[src/rtl/cpu_isa_pkg.sv]
// cpu_isa_pkg: opcodes, immediate-format selects and the ID/EX control word for the 16-bit CPU
package cpu_isa_pkg;
   localparam logic [3:0] OP_ALU  = 4'h0;
   localparam logic [3:0] OP_ADDI = 4'h1;
   localparam logic [3:0] OP_LW   = 4'h2;
   localparam logic [3:0] OP_SW   = 4'h3;
   localparam logic [3:0] OP_BRZ  = 4'h4;
   localparam logic [3:0] OP_JMP  = 4'h5;
   localparam logic [3:0] OP_MUL  = 4'h8;
   localparam logic [3:0] OP_HALT = 4'hF;
   localparam logic [1:0] EXT_IMM8    = 2'd0;
   localparam logic [1:0] EXT_IMM4_HI = 2'd1;
   localparam logic [1:0] EXT_IMM4_LO = 2'd2;
   typedef struct packed {
      logic [3:0] opcode;
      logic [1:0] imm_sel;
      logic       reg_write;
      logic       mem_read;
      logic       mem_write;
      logic       branch;
   } ctrl_t;
   typedef enum logic [1:0] {S_RUN, S_MULB, S_HALT} state_t;
endpackage

[src/rtl/instr_decode.sv]
// instr_decode: combinational opcode table giving sources, destination, extender format and controls
module instr_decode
   import cpu_isa_pkg::*;
(
   input  logic [15:0] instr,
   output ctrl_t       ctrl,
   output logic [3:0]  rd,
   output logic [3:0]  src_a,
   output logic [3:0]  src_b,
   output logic        use_a,
   output logic        use_b,
   output logic        is_mul,
   output logic        is_halt,
   output logic        illegal
);
   logic has_rd;
   logic unused_c;
   assign src_a    = instr[11:8];
   assign src_b    = instr[7:4];
   assign is_mul   = instr[15:12] == OP_MUL;
   assign is_halt  = instr[15:12] == OP_HALT;
   assign unused_c = ^instr[3:0];
   always_comb begin
      ctrl        = '0;
      ctrl.opcode = instr[15:12];
      use_a       = 1'b0;
      use_b       = 1'b0;
      has_rd      = 1'b0;
      illegal     = 1'b0;
      case (instr[15:12])
         OP_ALU, OP_MUL: begin
            use_a          = 1'b1;
            use_b          = 1'b1;
            has_rd         = 1'b1;
            ctrl.reg_write = 1'b1;
         end
         OP_ADDI: begin
            use_a          = 1'b1;
            has_rd         = 1'b1;
            ctrl.reg_write = 1'b1;
         end
         OP_LW: begin
            use_b          = 1'b1;
            has_rd         = 1'b1;
            ctrl.imm_sel   = EXT_IMM4_LO;
            ctrl.reg_write = 1'b1;
            ctrl.mem_read  = 1'b1;
         end
         OP_SW: begin
            use_a          = 1'b1;
            use_b          = 1'b1;
            ctrl.imm_sel   = EXT_IMM4_LO;
            ctrl.mem_write = 1'b1;
         end
         OP_BRZ: begin
            use_a          = 1'b1;
            ctrl.imm_sel   = EXT_IMM4_HI;
            ctrl.branch    = 1'b1;
         end
         OP_JMP:  ctrl.branch = 1'b1;
         OP_HALT: ctrl.imm_sel = EXT_IMM8;
         default: illegal = 1'b1;
      endcase
      rd = has_rd ? instr[11:8] : 4'd0;
   end
endmodule

[src/rtl/decode_ctrl.sv]
// decode_ctrl: ID-stage controller; registers the ID/EX control word, load-use stalls,
// multi-cycle MUL occupancy, flush and HALT freeze
module decode_ctrl
   import cpu_isa_pkg::*;
#(
   parameter int MUL_CYCLES = 4,
   parameter int REG_AW     = 4
) (
   input  logic              clk,
   input  logic              rst,
   input  logic              id_valid,
   input  logic [15:0]       id_instr,
   input  logic              flush,
   output logic [1:0]        ex_sel,
   output logic              stall_if,
   output logic              ex_valid,
   output logic [3:0]        ex_opcode,
   output logic [REG_AW-1:0] ex_rd,
   output logic              ex_reg_write,
   output logic              ex_mem_read,
   output logic              ex_mem_write,
   output logic              ex_branch,
   output logic [1:0]        ex_imm_sel,
   output logic              mul_busy,
   output logic              halted,
   output logic              illegal
);
   ctrl_t             dctl, ex_q;
   logic [3:0]        rd, src_a, src_b, cnt;
   logic              use_a, use_b, is_mul, is_halt, dec_ill, hazard, run, load;
   logic [REG_AW-1:0] rd_q;
   state_t            state;
   instr_decode u_dec (
      .instr   (id_instr),
      .ctrl    (dctl),
      .rd      (rd),
      .src_a   (src_a),
      .src_b   (src_b),
      .use_a   (use_a),
      .use_b   (use_b),
      .is_mul  (is_mul),
      .is_halt (is_halt),
      .illegal (dec_ill)
   );
   always_comb begin
      run      = state == S_RUN;
      hazard   = ex_valid & ex_q.mem_read & id_valid &
                 ((use_a & (rd_q == REG_AW'(src_a))) | (use_b & (rd_q == REG_AW'(src_b))));
      stall_if = !run | (hazard & !flush);
      load     = run & id_valid & !hazard & !flush & !dec_ill;
      ex_sel   = dctl.imm_sel;
   end
   // MULB lasts MUL_CYCLES-1 cycles; the final EX cycle of MUL runs in RUN so the next instruction loads behind it
   always_ff @(posedge clk or posedge rst)
      if (rst) begin
         state    <= S_RUN;
         cnt      <= 4'd0;
         ex_valid <= 1'b0;
         ex_q     <= '0;
         rd_q     <= '0;
         mul_busy <= 1'b0;
         halted   <= 1'b0;
         illegal  <= 1'b0;
      end else begin
         illegal <= run & id_valid & dec_ill & !flush;
         if (run) begin
            ex_valid <= load;
            ex_q     <= load ? dctl : '0;
            rd_q     <= load ? REG_AW'(rd) : '0;
            if (load & is_mul) begin
               state    <= S_MULB;
               cnt      <= 4'(MUL_CYCLES - 1);
               mul_busy <= 1'b1;
            end
            if (load & is_halt) begin
               state  <= S_HALT;
               halted <= 1'b1;
            end
         end else if (state == S_MULB) begin
            cnt <= cnt - 4'd1;
            if (cnt == 4'd1) begin
               state    <= S_RUN;
               mul_busy <= 1'b0;
            end
         end else begin
            ex_valid <= 1'b0;
            ex_q     <= '0;
            rd_q     <= '0;
         end
      end
   assign ex_opcode    = ex_q.opcode;
   assign ex_rd        = rd_q;
   assign ex_reg_write = ex_q.reg_write;
   assign ex_mem_read  = ex_q.mem_read;
   assign ex_mem_write = ex_q.mem_write;
   assign ex_branch    = ex_q.branch;
   assign ex_imm_sel   = ex_q.imm_sel;
endmodule

[config.mk]
export PLATFORM = sky130hd
export DESIGN_NAME = decode_ctrl
export DESIGN_NICKNAME = d
export VERILOG_FILES = /design/src/rtl/cpu_isa_pkg.sv /design/src/rtl/instr_decode.sv /design/src/rtl/decode_ctrl.sv
export SDC_FILE = /design/constraint.sdc
export NUM_CORES = 1
export LEC_CHECK = 0
export BUFFER_PORTS_ARGS = -buffer_cell sky130_fd_sc_hd__buf_2
export CAP_MARGIN = 40
export CORE_MARGIN = 2
export CORE_UTILIZATION = 35
export CTS_CLUSTER_DIAMETER = 100
export DETAILED_ROUTE_END_ITERATION = 10
export GPL_ROUTABILITY_DRIVEN = 0
export PLACE_DENSITY = 0.69
export SYNTH_ARGS = -nofsm -noshare
export SYNTH_HDL_FRONTEND = slang
export SYNTH_HIERARCHICAL = 1
export SYNTH_SLANG_ARGS = --single-unit
export TNS_END_PERCENT = 1
[constraint.sdc]
create_clock -name clk -period 2.3 [get_ports clk]
set_clock_uncertainty 0.2 [all_clocks]
set_input_delay 0.46 -clock clk [delete_from_list [all_inputs] [get_ports clk]]
set_output_delay 0.46 -clock clk [all_outputs]
set_load 0.1 [all_outputs]
After elaboration in Yosys (flattened, before gate mapping)
Cells that the tools add are included.
Widths: inputs -> output; s select.
Cells by class
  add/sub/neg operators: 1
  equal/unequal tests: 14
  multiplexer cells: 29
  bitwise operators: 16
  reductions and logical operators: 17
Operator list (count)
  $mux 10: 3
  $mux 4: 7
  $and 1x1->1: 14
  $mux 1: 13
  $mux 2: 5
  $eq 4x1->1 const B: 2
  $eq 4x2->1 const B: 2
  $eq 4x3->1 const B: 2
  $eq 4x4->1: 2
  $eq 4x4->1 const B: 2
  $reduce_or 4->1: 2
  $reduce_or 8->1: 1
  $reduce_and 3->1: 2
  $reduce_or 5->1: 1
  $logic_not 4->1: 1
  $pmux 2 s2: 1
  $reduce_and 2->1: 2
  $reduce_bool 2->1: 2
  $reduce_or 2->1: 2
  $sub 4x1->4 const B: 1
  $logic_not 1->1: 3
  $ne 3x1->1 const B: 1
  $eq 2x1->1 const B: 1
  $logic_not 2->1: 1
  3 further kinds: 4
Word-level totals
  register bits after elaboration: 24
  input port bits: 20
  output and inout bits: 21

Depth between registers and ports, before layout
Gate-level depths: netlist of run 1.
  depth in word-level cells: 14
  gate-level depth with buffers: 8
  gate-level depth less buffers: 6

By module
The synthesis of run 1 kept the hierarchy.
By module, submodules not included
  decode_ctrl: times used 1, cells each 90, area each 1113.6 um^2, seq. area each 600.6 um^2
  instr_decode: times used 1, cells each 37, area each 287.8 um^2, seq. area each 0.0 um^2

Least setup slack after synthesis of run 1
OpenSTA, ideal clock, no wires.
  path kind: flip-flop to output port
  start point: register rd_q[2] (netlist: ex_rd[2])
  end point: output port stall_if
  data arrival time: 3.797 ns
  setup slack: -2.157 ns
  stages on the path, launching flop included: 6
  buffers on the path: 0
  path through: dfrtp_1 > xnor2_1 > nand4_1 > nor4_2 > nor2_1 > o21ai_0
Between the ends
  word-level cells in the longest chain between the ends: 6
  elaborated cells on any way between the ends: 8
  those cells by class: eq/ne (2); bitwise (6)
RTL lines
  start: declaration: line decode_ctrl.sv:31  | logic [REG_AW-1:0] rd_q;
  start signal: assignment: line decode_ctrl.sv:69  | rd_q <= load ? REG_AW'(rd) : '0;
  $eq 4x4->1: line decode_ctrl.sv:48  | ((use_a & (rd_q == REG_AW'(src_a))) | (use_b & (rd_q == REG_AW'(src_b))));
  $and 1x1->1: line decode_ctrl.sv:48
  $or 1x1->1 *: line decode_ctrl.sv:48
  $and 1x1->1 *: line decode_ctrl.sv:47  | hazard = ex_valid & ex_q.mem_read & id_valid &
  $and 1x1->1 *: line decode_ctrl.sv:49  | stall_if = !run | (hazard & !flush);
  $or 1x1->1 *: line decode_ctrl.sv:49
  end: declaration: line decode_ctrl.sv:15  | output logic stall_if,
Mark *: on every way between the ends. The rest lies on a longest branch, timed or not.

Worst setup path in the final report of run 1
  start point: input port id_instr[15]
  end point: output port stall_if
Between the ends
  word-level cells in the longest chain between the ends: 8
  elaborated cells on any way between the ends: 16
  those cells by class: eq/ne (5); mux (2); bitwise (6); reduce/logical (3)
RTL lines
  start: declaration: line decode_ctrl.sv:12  | input logic [15:0] id_instr,
  $eq 4x4->1, or another cell as far along: line instr_decode.sv:30  | case (instr[15:12])
  $reduce_or 4->1 (no source line) *
  $mux 1 *: line instr_decode.sv:30
  named net use_b: line decode_ctrl.sv:30  | logic use_a, use_b, is_mul, is_halt, dec_ill, hazard, run, load;
  $and 1x1->1 *: line decode_ctrl.sv:48
  $or 1x1->1 *: line decode_ctrl.sv:48
  $and 1x1->1 *: line decode_ctrl.sv:47
  $and 1x1->1 *: line decode_ctrl.sv:49
  $or 1x1->1 *: line decode_ctrl.sv:49
Mark *: on every way through the listed nets, which the timed path passes. The rest lies on a longest branch.

==> reports/metrics.cfg, run 1 <==
[timing]
slew_violations = 0
period_needed_ns = 2.383
slew_headroom_pct = 67.42
setup_viol = 1
worstMarginPinSlew_ns = 0.4921
finalHoldViolations = 0
fmax_mhz = 419.7
fin_ws_ns = -0.08263
rsz0062_at_grt = true
hold_slack_ns = 0.02826
fin_crit_sh_pct = 103.6

[yosys]
synth_area_sq_um = 1401
yosys_most_used_dff = dfrtp_1
ys_ff_latch = 24
yosys.area.top_type = dfrtp_1
synth-seq-area-share_pct = 42.86
avgSynthCellArea_sq_um = 11.03
syn_nets = 149
synth_area_leaders = dfrtp_1 43%, a22o_2 7.9%, buf_4 7.0%, xor2_1 3.8%, nor3b_2 3.6%
synthArstFlopShare_pct = 100.0
synthDominantCellAreaShare_pct = 42.86
synth_cell_types = 35
synthCells = 127
synth-edff-count = 0
ys_warn_count = 6

[floorplan]
die_area_sq_um = 4526
io_pins = 41
start_util_pct = 37.43
die_h_um = 67.28
rows = 22
die_w_um = 67.28
coreArea_sq_um = 3744

[route]
vias = 1115
first_iter_violations = 45
drtPass1Iterations = 4
drc = 0
routed_wl_um = 3166
wl_per_cell_um = 14.66
vias_per_cell = 5.162
ant_nets = 0

[global_routing]
grt_max_degree = 25
grt_pass1_vias = 1241
grt_pass1_wl_um = 5540
grt.total_usage_pct = 15.67
antenna_found_initial = 0
grt-ovfl-total = 0

[power]
leakage_uw = 0.0009122
power_uw = 1569
seq_power_share_pct = 35.6
peakVddDrop_mv = 0.3451
p_comb_share_pct = 46.6
p_sw_uw = 684.0
swShare_pct = 43.60
powerDensity_nw_per_um2 = 859.9
clock_power_share_pct = 17.8
p_int_uw = 884.7

[cts]
numCtsBuffers = 3
clk_pin_slew_ns = 0.08
clockBufferDepth = 2
htreeDepth = 1
ctsHoldBuffers = 0
clk_latency_ns = 0.26
root_buffer = clkbuf_8
cts_tree = built
clock-sinks = 24

[worst_setup_path]
start_kind = input port
slowest_stage = nor4_4
critical_path_class = input port to primary output
crit_chain = buf_2 -> and2_1 -> a211oi_2 -> nand4_1 -> nor4_4 -> nor2_2 -> o21ai_4 -> buf_12
crit_arrival_ns = 1.72
reg2reg_from = ex_rd[0]
cp_data_required_time_ns = 1.64
endpoint_kind = primary output
cp_max_fo = 5
critPathMaxStageDelay_ns = 0.20
worstSetupStartpoint = id_instr[15]

[place]
port_buffers = 36
post-dp-hpwl_um = 2450
placed_area_sq_um = 1745

[layout]
layout.nets = 191
postLayoutCoreUtil_pct = 48.73
fillers = 361
antennaDiodeCount = 0
syn2layout_area_growth_pct = 30.18
multi_input_area_sq_um = 679.4
drive_gt1_share_pct = 55.95
design_area_sq_um = 1824
register_area_sq_um = 608.1

[worst_hold_path]
worstHoldPathType = input port to async pin

[run_status]
violations = negative setup slack
status = finished, violations left

[run]
drv_cap = 0

power by group through the flow:
stage	Sequential [uW]	Combinational [uW]	Clock, uW
4_1_cts	557	736	291
3_5_place_dp	565	733	0
6_report	558	731	280
3_3_place_gp	558	703	0
5_1_grt	571	785	319
2_1_floorplan	730	373	0
critical path: cells and delay by family:
family,cells,cell delay [ns]
buffers and inverters,2,0.33
and+or+nand+nor,4,0.63
AOI/OAI and AO/OA,2,0.30
final timing paths:
path	end	slack (ns)	depth (start not counted)
min in group clk	halted	0.26	1
max in group asynchronous	ex_rd[3]	1.62	3
worst max register to register	ex_opcode[0]	0.35	6
worst min-delay path	cnt[2]	0.03	3
worst max-delay path	stall_if	-0.08	8
worst min register to register	halted	0.26	1
cell families after synthesis:
kind of cell	after synthesis	share of synthesized area [%]
adder cells (fa/ha/maj)	3	2.589
XOR/XNOR	9	5.625
buffers and inverters	26	12.68
AO/OA/AOI/OAI	34	19.29
flip-flops	24	42.86
AND/OR/NAND/NOR	31	16.96
per-layer routing:
layer / global-route usage [%] / up-vias / wire (um)
met5: 0 / - / 0
met4: 2.806 / 0 / 0
met3: 2.000 / 0 / 90
met2: 29.46 / 24 / 1685
met1: 19.19 / 563 / 1390
li1: - / 528 / -
synth_stat cells (4+ instances only):
cell / instances
dfrtp_1: 24
buf_4: 13
a22o_2: 11
inv_1: 6
xor2_1: 6
a21o_1: 5
nor2_1: 5
o21ai_0: 5
a22o_1: 4
buf_6: 4
nor3b_2: 4
registers in the layout (all words and copies together) (netlist names), 2 cells and up:
signal	count
ex_opcode	4
state	2
ex_rd	4
ex_imm_sel	2
cnt	4
through the flow:
step / setup slack, ns / setup TNS, ns / instances
6_report: -0.08263 / -0.08263 / 216
4_1_cts: -0.09623 / -0.09623 / 216
3_3_place_gp: -0.1418 / -0.1418 / 212
3_5_place_dp: -0.1673 / -0.1673 / 212
5_1_grt: -0.1672 / -0.1672 / 216
2_1_floorplan: -0.3280 / -0.6843 / 127
area by class of cell:
cell class	instances	share of cell area, %
Multi-Input combinational cell	77	37.24
Sequential cell	24	33.33
Timing Repair Buffer	57	21.88
Tap cell	48	3.292
Clock buffer	4	3.018
Inverter	6	1.235
cell usage in the layout, fill, tap and decap left out, types with 2 or more instances in the layout:
cell       n
a211oi_2   2
a21o_1     5
a21oi_1    3
a22o_1     4
a22o_2    11
and2_1     2
buf_12     4
buf_2     33
buf_4     19
clkbuf_8   4
dfrtp_1   18
dfrtp_2    6
ha_1       2
inv_1      6
nand2_1    3
nand4_1    2
nor2_1     3
nor3b_2    4
nor4_1     2
nor4_4     2
o21ai_0    4
xnor2_1    3
xor2_1     6
timing repair:
action,in CTS,in global routing
setup buffers,0,0
pin swaps,1,0
gates resized for setup,3,3
setup endpoints to repair,1,1
Power figures use the tool's default switching activity.
==> run 2: changes to the inputs <==
REMOVE_ABC_BUFFERS = 1   (was unset)
clock period = 2.8 ns   (was 2.3 ns; I/O delays follow)
==> run 2 against run 1 <==
Effect of this change:
- flip-flop and latch count did not move
- the flow now finishes without violations
- sequential share of layout area rose by 2.1 points
- hold slack improved by 0.038 ns
- largest cell class unchanged
==> reports/metrics.cfg, run 2 (synthesis gave the netlist of run 1 again) <==
[place]
post-dp-hpwl_um = 2305  ; -5.9%
placed_cells = 202  ; -4.7%
port_buffers = 36  ; unchanged

[power]
p_sw_uw = 554.2  ; -19%
leakage_uw = 0.0008643  ; -5.3%
power_uw = 1240  ; -21%
swShare_pct = 44.68  ; +1.1 points
powerDensity_nw_per_um2 = 732.2  ; -15%
peakVddDrop_mv = 0.3069  ; -11%
seq_power_share_pct = 36.8  ; +1.2 points
p_comb_share_pct = 46.7  ; about the same
p_int_uw = 686.2  ; -22%
clock_power_share_pct = 16.5  ; -1.3 points

[cts]
htreeDepth = 1  ; unchanged
clock-sinks = 24  ; unchanged
ctsHoldBuffers = 0  ; unchanged
clockBufferDepth = 2  ; unchanged
clk_pin_slew_ns = 0.08  ; about the same
numCtsBuffers = 3  ; unchanged
clk_latency_ns = 0.26  ; about the same
cts_tree = built
root_buffer = clkbuf_8

[timing]
hold_slack_ns = 0.06582  ; +0.03756 ns
worstMarginPinSlew_ns = 0.5627  ; +0.07065 ns
slew_headroom_pct = 62.32  ; -5.1 points
finalHoldViolations = 0  ; unchanged
period_needed_ns = 2.691
fmax_mhz = 371.6
rsz0062_at_grt = false
fin_tns_setup_ns = 0  ; +0.08263 ns
setup_viol = 0  ; -1
fin_crit_sh_pct = 96.11
slew_violations = 0  ; unchanged

[worst_setup_path]
cp_max_fo = 9  ; +4
crit_arrival_ns = 1.93  ; +0.21 ns
cp_data_required_time_ns = 2.04  ; +0.40 ns
start_kind = input port
path_buf_inv = 4  ; +2
slowest_stage = a211oi_1
critical_path_class = input port to primary output
endpoint_kind = primary output
critPathTopFamily = buffers and inverters
critPathMaxStageDelay_ns = 0.29  ; +0.09 ns
crit_chain = buf_2 -> inv_1 -> a211oi_1 -> nand4_1 -> nor4_2 -> nor2_1 -> o21ai_1 -> buf_4 -> buf_12

[floorplan]
die_area_sq_um = 4526  ; unchanged
io_pins = 41  ; unchanged
rows = 22  ; unchanged
die_w_um = 67.28  ; unchanged
coreArea_sq_um = 3744  ; unchanged
start_util_pct = 37.43  ; unchanged
die_h_um = 67.28  ; unchanged

[route]
drc = 0  ; unchanged
wl_per_cell_um = 14.75  ; +0.65%
drtPass1Iterations = 4  ; unchanged
first_iter_violations = 17  ; -62%
routed_wl_um = 3039  ; -4.0%
vias = 1065  ; -4.5%
ant_nets = 0  ; unchanged
vias_per_cell = 5.170  ; +0.15%

[global_routing]
grt_pass1_vias = 1071  ; -14%
antenna_found_initial = 0  ; unchanged
grt_max_degree = 18  ; -28%
grt-ovfl-total = 0  ; unchanged
grt.total_usage_pct = 14.29  ; -1.4 points
grt_pass1_wl_um = 4899  ; -12%

[run_status]
status = finished, final reports clean

[run]
drv_cap = 0  ; unchanged

[layout]
final_cell_mix = 31 x buf_2, 24 x dfrtp_1, 11 x a22o_2, 11 x buf_4
drive_gt1_share_pct = 46.20  ; -9.7 points
layout.nets = 182  ; -4.7%
antennaDiodeCount = 0  ; unchanged
mostFrequentLayoutCell = buf_2
fin_cells = 206  ; -4.6%
syn2layout_area_growth_pct = 20.89

[worst_hold_path]
worstHoldPathType = input port to async pin

==> run 2: power groups by stage <==
stage	registers [uW]	clock network [uW]	logic (uW)
finish	457	204	579
global route	464	222	618
CTS	456	209	574
detailed placement	462	0	572
global placement	459	0	545
floorplan	599	0	256
==> run 2: cell type report <==
cell class / instances / area (sq um)
flip-flops and latches: 24 / 600.6
well taps: 48 / 60.06
repair buffers: 48 / 339.1
clock buffers: 3 / 41.29
fillers: 366 / 2049
multi-input cells: 77 / 630.6
inverters: 6 / 22.52
==> run 2: path summary, 6_finish.rpt <==
path	startpoint	end	slack [ns]	depth (start not counted)
worst max-delay path	id_instr[13]	stall_if	0.11	9
worst min-delay path	rst	ex_imm_sel[0]	0.07	2
worst max register to register	ex_rd[2]	ex_rd[1]	0.74	7
worst min register to register	halted	halted	0.28	1
max in group asynchronous	rst	mul_busy	1.90	3
min in group clk	halted	halted	0.28	1
==> run 2: metrics by stage <==
stage | area, sq um | setup slack (ns) | util (%)
after floorplan | 1246 | -1.757 | -
after detailed placement | 1614 | 0.1038 | 43.11
after global routing | 1694 | 0.0004763 | 45.25
after CTS | 1655 | 0.1013 | 44.22
final | 1694 | 0.1090 | 45.25
after global placement | 1584 | 0.01863 | 42.31
==> run 2: timing repair <==
action,in CTS,in global routing
buffers inserted,0,1
setup endpoints to repair,0,1
resized for setup,0,13
==> run 2: metal layers <==
layer / GRT usage (%) / up-vias / wire length (um)
met2: 25.87 / 33 / 1590
met3: 2.833 / 2 / 160
li1: - / 509 / -
met5: 0 / - / 0
met4: 3.827 / 0 / 10
met1: 17.17 / 521 / 1276
==> run 2: worst reg2reg max path, delay by kind of cell (launching register included) <==
kind,cells,cell delay [ns]
buffers and inverters,2,0.37
XOR/XNOR,1,0.16
AO/OA/AOI/OAI,1,0.15
AND/OR/NAND/NOR,3,0.70
flip-flops,1,0.43
